**src/rtl/axis_pkg.sv**
```systemverilog
// Shared definitions for the AXI-Stream elastic FIFO.
// Holds the occupancy state encodings and the pointer-width helper.
package axis_pkg;

  typedef enum logic [1:0] {
    EMPTY   = 2'd0,
    PARTIAL = 2'd1,
    FULL    = 2'd2
  } occ_state_e;

  // Pointers index DEPTH entries and wrap naturally because DEPTH is a power of two.
  function automatic int ptr_w(input int depth);
    return (depth > 1) ? $clog2(depth) : 1;
  endfunction

endpackage

```
**src/rtl/axis_fifo_ram.sv**
```systemverilog
// Beat storage for the elastic FIFO: one write port and one registered read port.
// A same-cycle write to the address being read is forwarded so that a new head is never stale.
module axis_fifo_ram
  import axis_pkg::*;
#(
  parameter int WIDTH  = 8,
  parameter int DEPTH  = 4,
  parameter int ADDR_W = ptr_w(DEPTH)
) (
  input  logic              clk,
  input  logic              wr_en,
  input  logic [ADDR_W-1:0] wr_addr,
  input  logic [WIDTH-1:0]  wr_data,
  input  logic              rd_en,
  input  logic [ADDR_W-1:0] rd_addr,
  output logic [WIDTH-1:0]  rd_data
);

  logic [WIDTH-1:0] mem [DEPTH];

  always_ff @(posedge clk) begin
    if (wr_en) begin
      mem[wr_addr] <= wr_data;
    end
  end

  always_ff @(posedge clk) begin
    if (rd_en) begin
      rd_data <= (wr_en && (wr_addr == rd_addr)) ? wr_data : mem[rd_addr];
    end
  end

endmodule

```
**src/rtl/axis_elastic_fifo.sv**
```systemverilog
// AXI-Stream elastic FIFO with fully registered ready/valid/payload outputs.
// Define AXIS_FIFO_LEVEL_EN to expose the level and almost_full outputs.
module axis_elastic_fifo
  import axis_pkg::*;
#(
  parameter int DATA_WIDTH  = 32,
  parameter int USER_WIDTH  = 1,
  parameter int DEPTH       = 4,
  parameter int ALMOST_FULL = DEPTH - 1
) (
  input  logic                    aclk,
  input  logic                    aresetn,
  input  logic [DATA_WIDTH-1:0]   s_axis_tdata,
  input  logic [DATA_WIDTH/8-1:0] s_axis_tkeep,
  input  logic [USER_WIDTH-1:0]   s_axis_tuser,
  input  logic                    s_axis_tlast,
  input  logic                    s_axis_tvalid,
  output logic                    s_axis_tready,
  output logic [DATA_WIDTH-1:0]   m_axis_tdata,
  output logic [DATA_WIDTH/8-1:0] m_axis_tkeep,
  output logic [USER_WIDTH-1:0]   m_axis_tuser,
  output logic                    m_axis_tlast,
  output logic                    m_axis_tvalid,
  input  logic                    m_axis_tready
`ifdef AXIS_FIFO_LEVEL_EN
  ,
  output logic [$clog2(DEPTH):0]  level,
  output logic                    almost_full
`endif
);

  localparam int PTR_W  = ptr_w(DEPTH);
  localparam int KEEP_W = DATA_WIDTH / 8;
  localparam int BEAT_W = 1 + USER_WIDTH + KEEP_W + DATA_WIDTH;

  if (DATA_WIDTH < 8 || (DATA_WIDTH % 8) != 0) begin : g_bad_data_width
    $error("axis_elastic_fifo: DATA_WIDTH must be a multiple of 8");
  end
  if (DEPTH < 2 || DEPTH > 256 || (DEPTH & (DEPTH - 1)) != 0) begin : g_bad_depth
    $error("axis_elastic_fifo: DEPTH must be a power of two in 2..256");
  end
  if (ALMOST_FULL < 1 || ALMOST_FULL > DEPTH) begin : g_bad_almost_full
    $error("axis_elastic_fifo: ALMOST_FULL must be in 1..DEPTH");
  end

  logic              push;
  logic              pop;
  logic [PTR_W-1:0]  wr_ptr;
  logic [PTR_W-1:0]  rd_ptr;
  logic [PTR_W-1:0]  wr_ptr_inc;
  logic [PTR_W-1:0]  rd_ptr_inc;
  logic              rd_en;
  logic [PTR_W-1:0]  rd_addr;
  logic [BEAT_W-1:0] wr_beat;
  logic [BEAT_W-1:0] rd_beat;
  occ_state_e        state;

  assign push       = s_axis_tvalid && s_axis_tready;
  assign pop        = m_axis_tvalid && m_axis_tready;
  assign wr_ptr_inc = wr_ptr + 1'b1;
  assign rd_ptr_inc = rd_ptr + 1'b1;

  // The RAM read register is the output payload: reload it with the next head on
  // every pop, or with the incoming beat when it lands in an empty FIFO.
  assign rd_en   = pop || (push && !m_axis_tvalid);
  assign rd_addr = pop ? rd_ptr_inc : rd_ptr;
  assign wr_beat = {s_axis_tlast, s_axis_tuser, s_axis_tkeep, s_axis_tdata};
  assign {m_axis_tlast, m_axis_tuser, m_axis_tkeep, m_axis_tdata} = rd_beat;

  axis_fifo_ram #(
    .WIDTH  (BEAT_W),
    .DEPTH  (DEPTH),
    .ADDR_W (PTR_W)
  ) u_ram (
    .clk     (aclk),
    .wr_en   (push),
    .wr_addr (wr_ptr),
    .wr_data (wr_beat),
    .rd_en   (rd_en),
    .rd_addr (rd_addr),
    .rd_data (rd_beat)
  );

  always_ff @(posedge aclk or negedge aresetn) begin
    if (!aresetn) begin
      wr_ptr <= '0;
      rd_ptr <= '0;
    end else begin
      if (push) wr_ptr <= wr_ptr_inc;
      if (pop)  rd_ptr <= rd_ptr_inc;
    end
  end

  // Occupancy FSM; ready and valid are registered from the state being entered.
  always_ff @(posedge aclk or negedge aresetn) begin
    if (!aresetn) begin
      state         <= EMPTY;
      s_axis_tready <= 1'b0;
      m_axis_tvalid <= 1'b0;
    end else begin
      case (state)
        EMPTY: begin
          s_axis_tready <= 1'b1;
          m_axis_tvalid <= push;
          if (push) state <= PARTIAL;
        end
        PARTIAL: begin
          if (push && !pop && (wr_ptr_inc == rd_ptr)) begin
            state         <= FULL;
            s_axis_tready <= 1'b0;
            m_axis_tvalid <= 1'b1;
          end else if (pop && !push && (rd_ptr_inc == wr_ptr)) begin
            state         <= EMPTY;
            s_axis_tready <= 1'b1;
            m_axis_tvalid <= 1'b0;
          end else begin
            s_axis_tready <= 1'b1;
            m_axis_tvalid <= 1'b1;
          end
        end
        FULL: begin
          m_axis_tvalid <= 1'b1;
          s_axis_tready <= pop;
          if (pop) state <= PARTIAL;
        end
        default: begin
          state         <= EMPTY;
          s_axis_tready <= 1'b1;
          m_axis_tvalid <= 1'b0;
        end
      endcase
    end
  end

`ifdef AXIS_FIFO_LEVEL_EN
  localparam logic [PTR_W:0] AF_LEVEL = (PTR_W + 1)'(ALMOST_FULL);

  logic [PTR_W:0] level_nxt;

  always_comb begin
    level_nxt = level;
    if (push && !pop) begin
      level_nxt = level + 1'b1;
    end else if (pop && !push) begin
      level_nxt = level - 1'b1;
    end
  end

  always_ff @(posedge aclk or negedge aresetn) begin
    if (!aresetn) begin
      level       <= '0;
      almost_full <= 1'b0;
    end else begin
      level       <= level_nxt;
      almost_full <= (level_nxt >= AF_LEVEL);
    end
  end
`endif

endmodule

```
**config.mk**
```make
export PLATFORM = sky130hd
export DESIGN_NAME = axis_elastic_fifo
export DESIGN_NICKNAME = d
export VERILOG_FILES = /design/src/rtl/axis_pkg.sv /design/src/rtl/axis_fifo_ram.sv /design/src/rtl/axis_elastic_fifo.sv
export SDC_FILE = /design/constraint.sdc
export NUM_CORES = 1
export LEC_CHECK = 0
export CELL_PAD_IN_SITES_DETAIL_PLACEMENT = 0
export CELL_PAD_IN_SITES_GLOBAL_PLACEMENT = 1
export CORE_ASPECT_RATIO = 1.1
export CORE_MARGIN = 2
export CORE_UTILIZATION = 45
export CTS_BUF_LIST = sky130_fd_sc_hd__clkbuf_4 sky130_fd_sc_hd__clkbuf_8
export DETAILED_ROUTE_END_ITERATION = 8
export PLACE_DENSITY_LB_ADDON = 0.1
export SETUP_SLACK_MARGIN = 0.1
export SYNTH_ARGS = -nofsm -noshare
export SYNTH_HDL_FRONTEND = slang
export SYNTH_SLANG_ARGS = --single-unit
```
**constraint.sdc**
```tcl
create_clock -name aclk -period 4.1 [get_ports aclk]
set_input_delay 0.41 -clock aclk [delete_from_list [all_inputs] [get_ports aclk]]
set_output_delay 0.41 -clock aclk [all_outputs]
set_load 0.02 [all_outputs]
```
### Word-level counts from Yosys, hierarchy flattened

Memories as Yosys holds them, arrays and structs flattened. A register that Yosys moved wholly into a read port is not among the register bits.
Index checks and enable logic that the tools add are counted.

* flip-flop bits (word level): 8
* bits in latches: 0
* bits in writable memories: 152
* memory bits (read-only): 0
* bits of input ports: 42
* output and inout port bits: 40
* logic and storage cells: 41
* memories kept: 1

Memory list
* u_ram.mem: depth 4, width 38, rd ports 1, clocked after Yosys merged registers in 1, wr ports 1, RTL line axis_fifo_ram.sv:19 `logic [WIDTH-1:0] mem [DEPTH];`

* $add $sub $neg: 2
* $mul: 0
* divide/modulo/power cells: 0
* $lt $le $gt $ge: 0
* equality and inequality tests: 7
* shift operators: 0
* multiplexer cells: 13
* bitwise gates (word level): 0
* reductions and logical operators: 13

Operators by type and width (number)
* $mux 2: 5
* $logic_and 1x1->1: 7
* $pmux 2 s3: 1
* $mux 1: 5
* $add 2x1->2 const B: 2
* $eq 2x2->1: 2
* $ne 2x2->1 const B: 2
* $logic_not 1->1: 3
* $ne 3x3->1 const B: 1
* $pmux 1 s3: 1
* $reduce_and 3->1: 1
* $eq 2x1->1 const B: 1
* $eq 2x2->1 const B: 1
* $logic_not 2->1: 1
* $pmux 1 s2: 1
* $logic_or 1x1->1: 1

### Depth between registers and ports, before layout

* depth in word-level cells: 7
* gate-level depth with buffers: 7
* mapped depth without buffers: 6

### Modules after synthesis

From an unflattened synthesis, not the netlist that was laid out.

* cells, all modules: 330
* area total of the unflattened synthesis: 7666.1 um^2

Modules (own cells, without submodules)
* axis_fifo_ram: times used 1, cells each 286, area an instance 7190.6 um^2, sequential area each 5705.5 um^2
* axis_elastic_fifo: times used 1, cells each 44, area an instance 475.5 um^2, sequential area each 200.2 um^2

### Least setup slack after synthesis

No wires, ideal clock.

* kind: register to register
* start point: reg s_axis_tready
* end point: reg u_ram.rd_data[0], read port of u_ram.mem (enable)
* setup time: 0.486 ns
* arrival: 3.312 ns
* required time: 3.614 ns
* path slack: 0.302 ns
* cell stages (with the launch flop): 3
* path buffers: 0
* clock period less this slack: 3.798 ns
* cells stage by stage: dfrtp_1 nand2_1 o21ai_0

* cells in the longest elaborated chain, start to end: 3

Ends and longest elaborated chain
* from (decl): RTL line axis_elastic_fifo.sv:18 `output logic s_axis_tready,`
* from (signal assigned): RTL line axis_elastic_fifo.sv:123 `s_axis_tready <= pop;`
* $logic_and 1x1->1: RTL line axis_elastic_fifo.sv:58 `assign push = s_axis_tvalid && s_axis_tready;`
* $logic_and 1x1->1: RTL line axis_elastic_fifo.sv:65 `assign rd_en = pop || (push && !m_axis_tvalid);`
* $logic_or 1x1->1: RTL line axis_elastic_fifo.sv:65
* via rd_en: RTL line axis_elastic_fifo.sv:52 `logic rd_en;`
* to (decl): RTL line axis_fifo_ram.sv:16 `output logic [WIDTH-1:0] rd_data`

The timed path passes the listed nets, and every way through them passes these cells.
A chain may end at the register's enable or synchronous reset.

### Final worst setup path

* start point: reg m_axis_tvalid
* end point: reg u_ram.rd_data[31], read port of u_ram.mem (data pin)

* cells in the longest elaborated chain, start to end: 3
* elaborated cells between the ends (all ways): 5
* classes of those cells: mux (1); reduce/logical (4)

Ends and longest elaborated chain
* from (decl): RTL line axis_elastic_fifo.sv:23 `output logic m_axis_tvalid,`
* from (signal assigned): RTL line axis_elastic_fifo.sv:104 `m_axis_tvalid <= push;`
* $logic_not 1->1: RTL line axis_elastic_fifo.sv:65
* $logic_and 1x1->1: RTL line axis_elastic_fifo.sv:65
* $logic_or 1x1->1: RTL line axis_elastic_fifo.sv:65

Parallel ways exist; a longest one is shown, timed or not.

==> run summary <==
Global routing used 26.45% of the available met2 tracks. For the combined area of all synthesized cells, the log shows 7757 um^2. Setup repair after global routing left no endpoint under its margin. The count of filler cells inserted in the layout is 1319, and the total negative slack is 0 ns. The most used flip-flop cell after synthesis is sky130_fd_sc_hd__edfxtp_1. In this run the mean area of a mapped cell was 22.10 um^2. Hold repair after CTS inserted 0 buffers. The run gives 0 as the total setup violations reported at the end of the flow.

The count of standard-cell rows came out at 50. The number of setup buffers added after CTS came out at 0. STA classifies the critical path startpoint as a flip-flop. STA classifies the critical path endpoint as a flip-flop.

The run gives 691 as the count of placed standard cells in the final layout, fillers left out. For this run, design rule violations remaining after detail routing come to 0. Measured along the y axis, the die boundary spans 141.7 um. The layer flagged by global routing as most heavily used is met2. Kind of critical path: reg2reg. The logs give 17 for the number of buffers added by the clock tree synthesis step and 16.57% for the global router's overall resource usage. The final critical path takes up 70.28% of the cycle. Worst-margin pin slew: 1.119 ns. The sequential share of the synthesized area came out at 76.13%. Clock latency on the worst-skew pair, taken at its later pin, is 0.46 ns.

Clock slew at the register clock pins of the worst setup and hold paths: 0.09 ns. 82 I/O pins were placed. For this run, the detailed router's first-pass iteration total came to 4. Yosys mapped a number of flops with a built-in enable equal to 190.

Maximum fanout along the worst path: 22. The final count of pins violating max slew is 0, and the total of flip-flops plus latches after synthesis is 198. The flow ran to the end, and the final reports show no timing, DRC or antenna violations. After synthesis, the share of flip-flops with an asynchronous set or reset is 4.040%. The gate count after technology mapping is 351, and the die footprint is 18310 um^2. After the first detailed-routing iteration, the DRC count stood at 253. The number of failing hold endpoints at the final stage was 0; the horizontal die dimension was 129.2 um.

The layout-stage area growth over the synthesis result is 20.27%. After detailed placement, the total cell area comes to 8877 um^2. The post-cts resize count was 0; the worst-case hold slack was 0.2475 ns.

The detailed placer's ending HPWL is 8001 um. Across the run, the number of max-cap violations was 0. For met1 alone, demand over resource in global routing was 22.69%.

For this design the ratio of total power to cell area is 784.6 nW/um^2. After the last flow step, the layout net total stands at 495. Global routing finished with a remaining overflow of 0.

The global placer's final weighted congestion was 0.7389; the placed instance count was 659. The routed wire length was 13940 um; the wire length of the first global-routing pass was 22180 um. IR analysis of the VDD net gives a maximum drop of 0.5137 mV. Post-synthesis cell type count: 40. The H-tree was split into 4 levels. The run gives 1 as the initial antenna violation count. In the routed layout, each cell is associated on average with a via count of 5.240. The tools report the cell at the root of the clock tree as sky130_fd_sc_hd__clkbuf_8. The final route contains 3621 vias.

Residual antenna-violating net count after detailed routing: 0. TritonCTS built the clock tree. The final design area excluding fillers was 9330 um^2; the core region area was 16950 um^2.

The clock net in this run drives a total of 198 sinks. After detailed routing, the average wire length per cell comes to 20.18 um. Type of the most critical hold path: in2async. The initial utilization of the core area, before any placement, comes to 45.76%.

STA puts the critical path data arrival time at 3.09 ns. Measured against its own limit, the worst slew margin works out to 25.39%. The layout cell share with drive strength beyond 1 works out to 26.75%. The leakage power figure came out at 3.071 nW. Buffers placed on the I/O ports in this run total 81. Across the routed clock network, the largest skew measured is 0.01412 ns.

The maximum number of pins on one net before global-route repair is 39. In the global route stage, met3 resource usage came out at 4.261%. The synthesized net count was 402; the maximum clock insertion buffer count was 2. The required time reported for the critical path endpoint was 4.31 ns. The number of global-route vias before repair is 3859, and the synthesis warning total is 0. The total power draw came out at 7.320 mW. The worst path needs 2.882 ns of the cycle, external delays included. Based on the critical path, the design can be clocked at up to 347.0 MHz.
-- cell usage in the layout, fill, tap and decap left out, drive strengths merged, types with 2 or more instances in the layout --
| master | n |
|---|---|
| clkinv | 4 |
| clkbuf | 19 |
| clkdlybuf4s50 | 81 |
| xor2 | 2 |
| o21ai | 4 |
| and3 | 5 |
| bufinv | 5 |
| nand3 | 2 |
| ha | 9 |
| dfrtp | 8 |
| inv | 8 |
| a211oi | 2 |
| edfxtp | 190 |
| mux2 | 38 |
| buf | 7 |
| xnor2 | 4 |
| mux4 | 38 |
| nor2b | 2 |
| a21oi | 3 |
| nand2 | 6 |
| and2 | 2 |
-- power by group --
group	switching (mW)	leakage, nW	internal [mW]	total, mW
clock network	0.647	0.225	0.739	1.39
logic	1.37	0.999	1.46	2.84
registers	0.191	1.85	2.91	3.10
total	2.21	3.07	5.11	7.32
-- routing by layer --
metal,share of wire (%),vias to the layer above
met3,3.7,10
met2,50,75
met4,0.89,0
li1,-,1648
met5,0,-
met1,46,1888
-- through the flow --
stage | utilization (%) | worst slack, ns
3_5_place_dp | 52.36 | 0.7037
2_1_floorplan | - | 0.3025
4_1_cts | 55.02 | 1.105
3_3_place_gp | 52.36 | 0.7635
5_1_grt | 55.02 | 0.9591
6_report | 55.03 | 1.218
-- synthesized netlist by cell type (2+ instances only) --
master                     instances  share of area [%]
sky130_fd_sc_hd__mux2_2           36                5.2
sky130_fd_sc_hd__a21oi_1           3               0.19
sky130_fd_sc_hd__dfrtp_1           8                2.6
sky130_fd_sc_hd__nand3_1           2               0.13
sky130_fd_sc_hd__xor2_1            2               0.23
sky130_fd_sc_hd__mux4_2           38                 11
sky130_fd_sc_hd__buf_4             4               0.39
sky130_fd_sc_hd__nor2b_1           2               0.16
sky130_fd_sc_hd__mux2_4            2               0.39
sky130_fd_sc_hd__xnor2_1           3               0.34
sky130_fd_sc_hd__ha_1              9                1.5
sky130_fd_sc_hd__buf_2             5               0.32
sky130_fd_sc_hd__edfxtp_1        190                 74
sky130_fd_sc_hd__and3_1            5               0.40
sky130_fd_sc_hd__o21ai_0           4               0.26
sky130_fd_sc_hd__clkbuf_1          3               0.15
sky130_fd_sc_hd__inv_1             6               0.29
sky130_fd_sc_hd__nand2_1           6               0.29
sky130_fd_sc_hd__a211oi_1          2               0.19
-- cells by family after synthesis --
kind of cell	after synthesis	synth area share, %
and+or+nand+nor	22	1.645
buffers and inverters	20	1.548
adders and majority gates	9	1.452
muxes	77	16.77
AOI/OAI and AO/OA	19	1.678
xor gates and xnor gates	6	0.7744
DFF	198	76.13
-- critical path, stage by stage (launching register included) --
cell	delay [ns]
sky130_fd_sc_hd__dfrtp_1	0.48
sky130_fd_sc_hd__and2_4	0.23
sky130_fd_sc_hd__xnor2_4	0.80
sky130_fd_sc_hd__buf_12	0.32
sky130_fd_sc_hd__mux4_2	0.52
sky130_fd_sc_hd__mux2_2	0.28
-- sequential cells by signal (all words and copies together), names as in the netlist --
register       cells
u_ram.mem        152
m_axis_tvalid      1
rd_ptr             2
state              2
wr_ptr             2
u_ram.rd_data     38
s_axis_tready      1
-- path summary, 6_finish.rpt --
check | endpoint | depth (start not counted) | startpoint | slack (ns)
worst max-delay path | u_ram.rd_data[31]$_DFFE_PP_ | 5 | m_axis_tvalid$_DFF_PN0_ | 1.22
worst min-delay path | m_axis_tvalid$_DFF_PN0_ | 1 | aresetn | 0.25
worst max register to register | u_ram.rd_data[31]$_DFFE_PP_ | 5 | m_axis_tvalid$_DFF_PN0_ | 1.22
worst min register to register | m_axis_tvalid$_DFF_PN0_ | 2 | state[1]$_DFFE_PN0P_ | 0.66
max in group asynchronous | rd_ptr[0]$_DFF_PN0_ | 1 | aresetn | 3.56
min in group aclk | u_ram.mem[3][1]$_DFFE_PP_ | 1 | s_axis_tdata[1] | 0.61
-- area by class of cell --
cell class	instances	area (um^2)	share of cell area, %
flip-flops and latches	198	5906	63.30
multi-input cells	133	1780	19.08
repair buffers	88	875.8	9.387
well taps	234	292.8	3.138
clock buffers	19	249.0	2.669
clock inverters	12	201.4	2.159
inverters	6	22.52	0.2414
diodes	1	2.502	0.02682
Power figures use the tool's default switching activity.
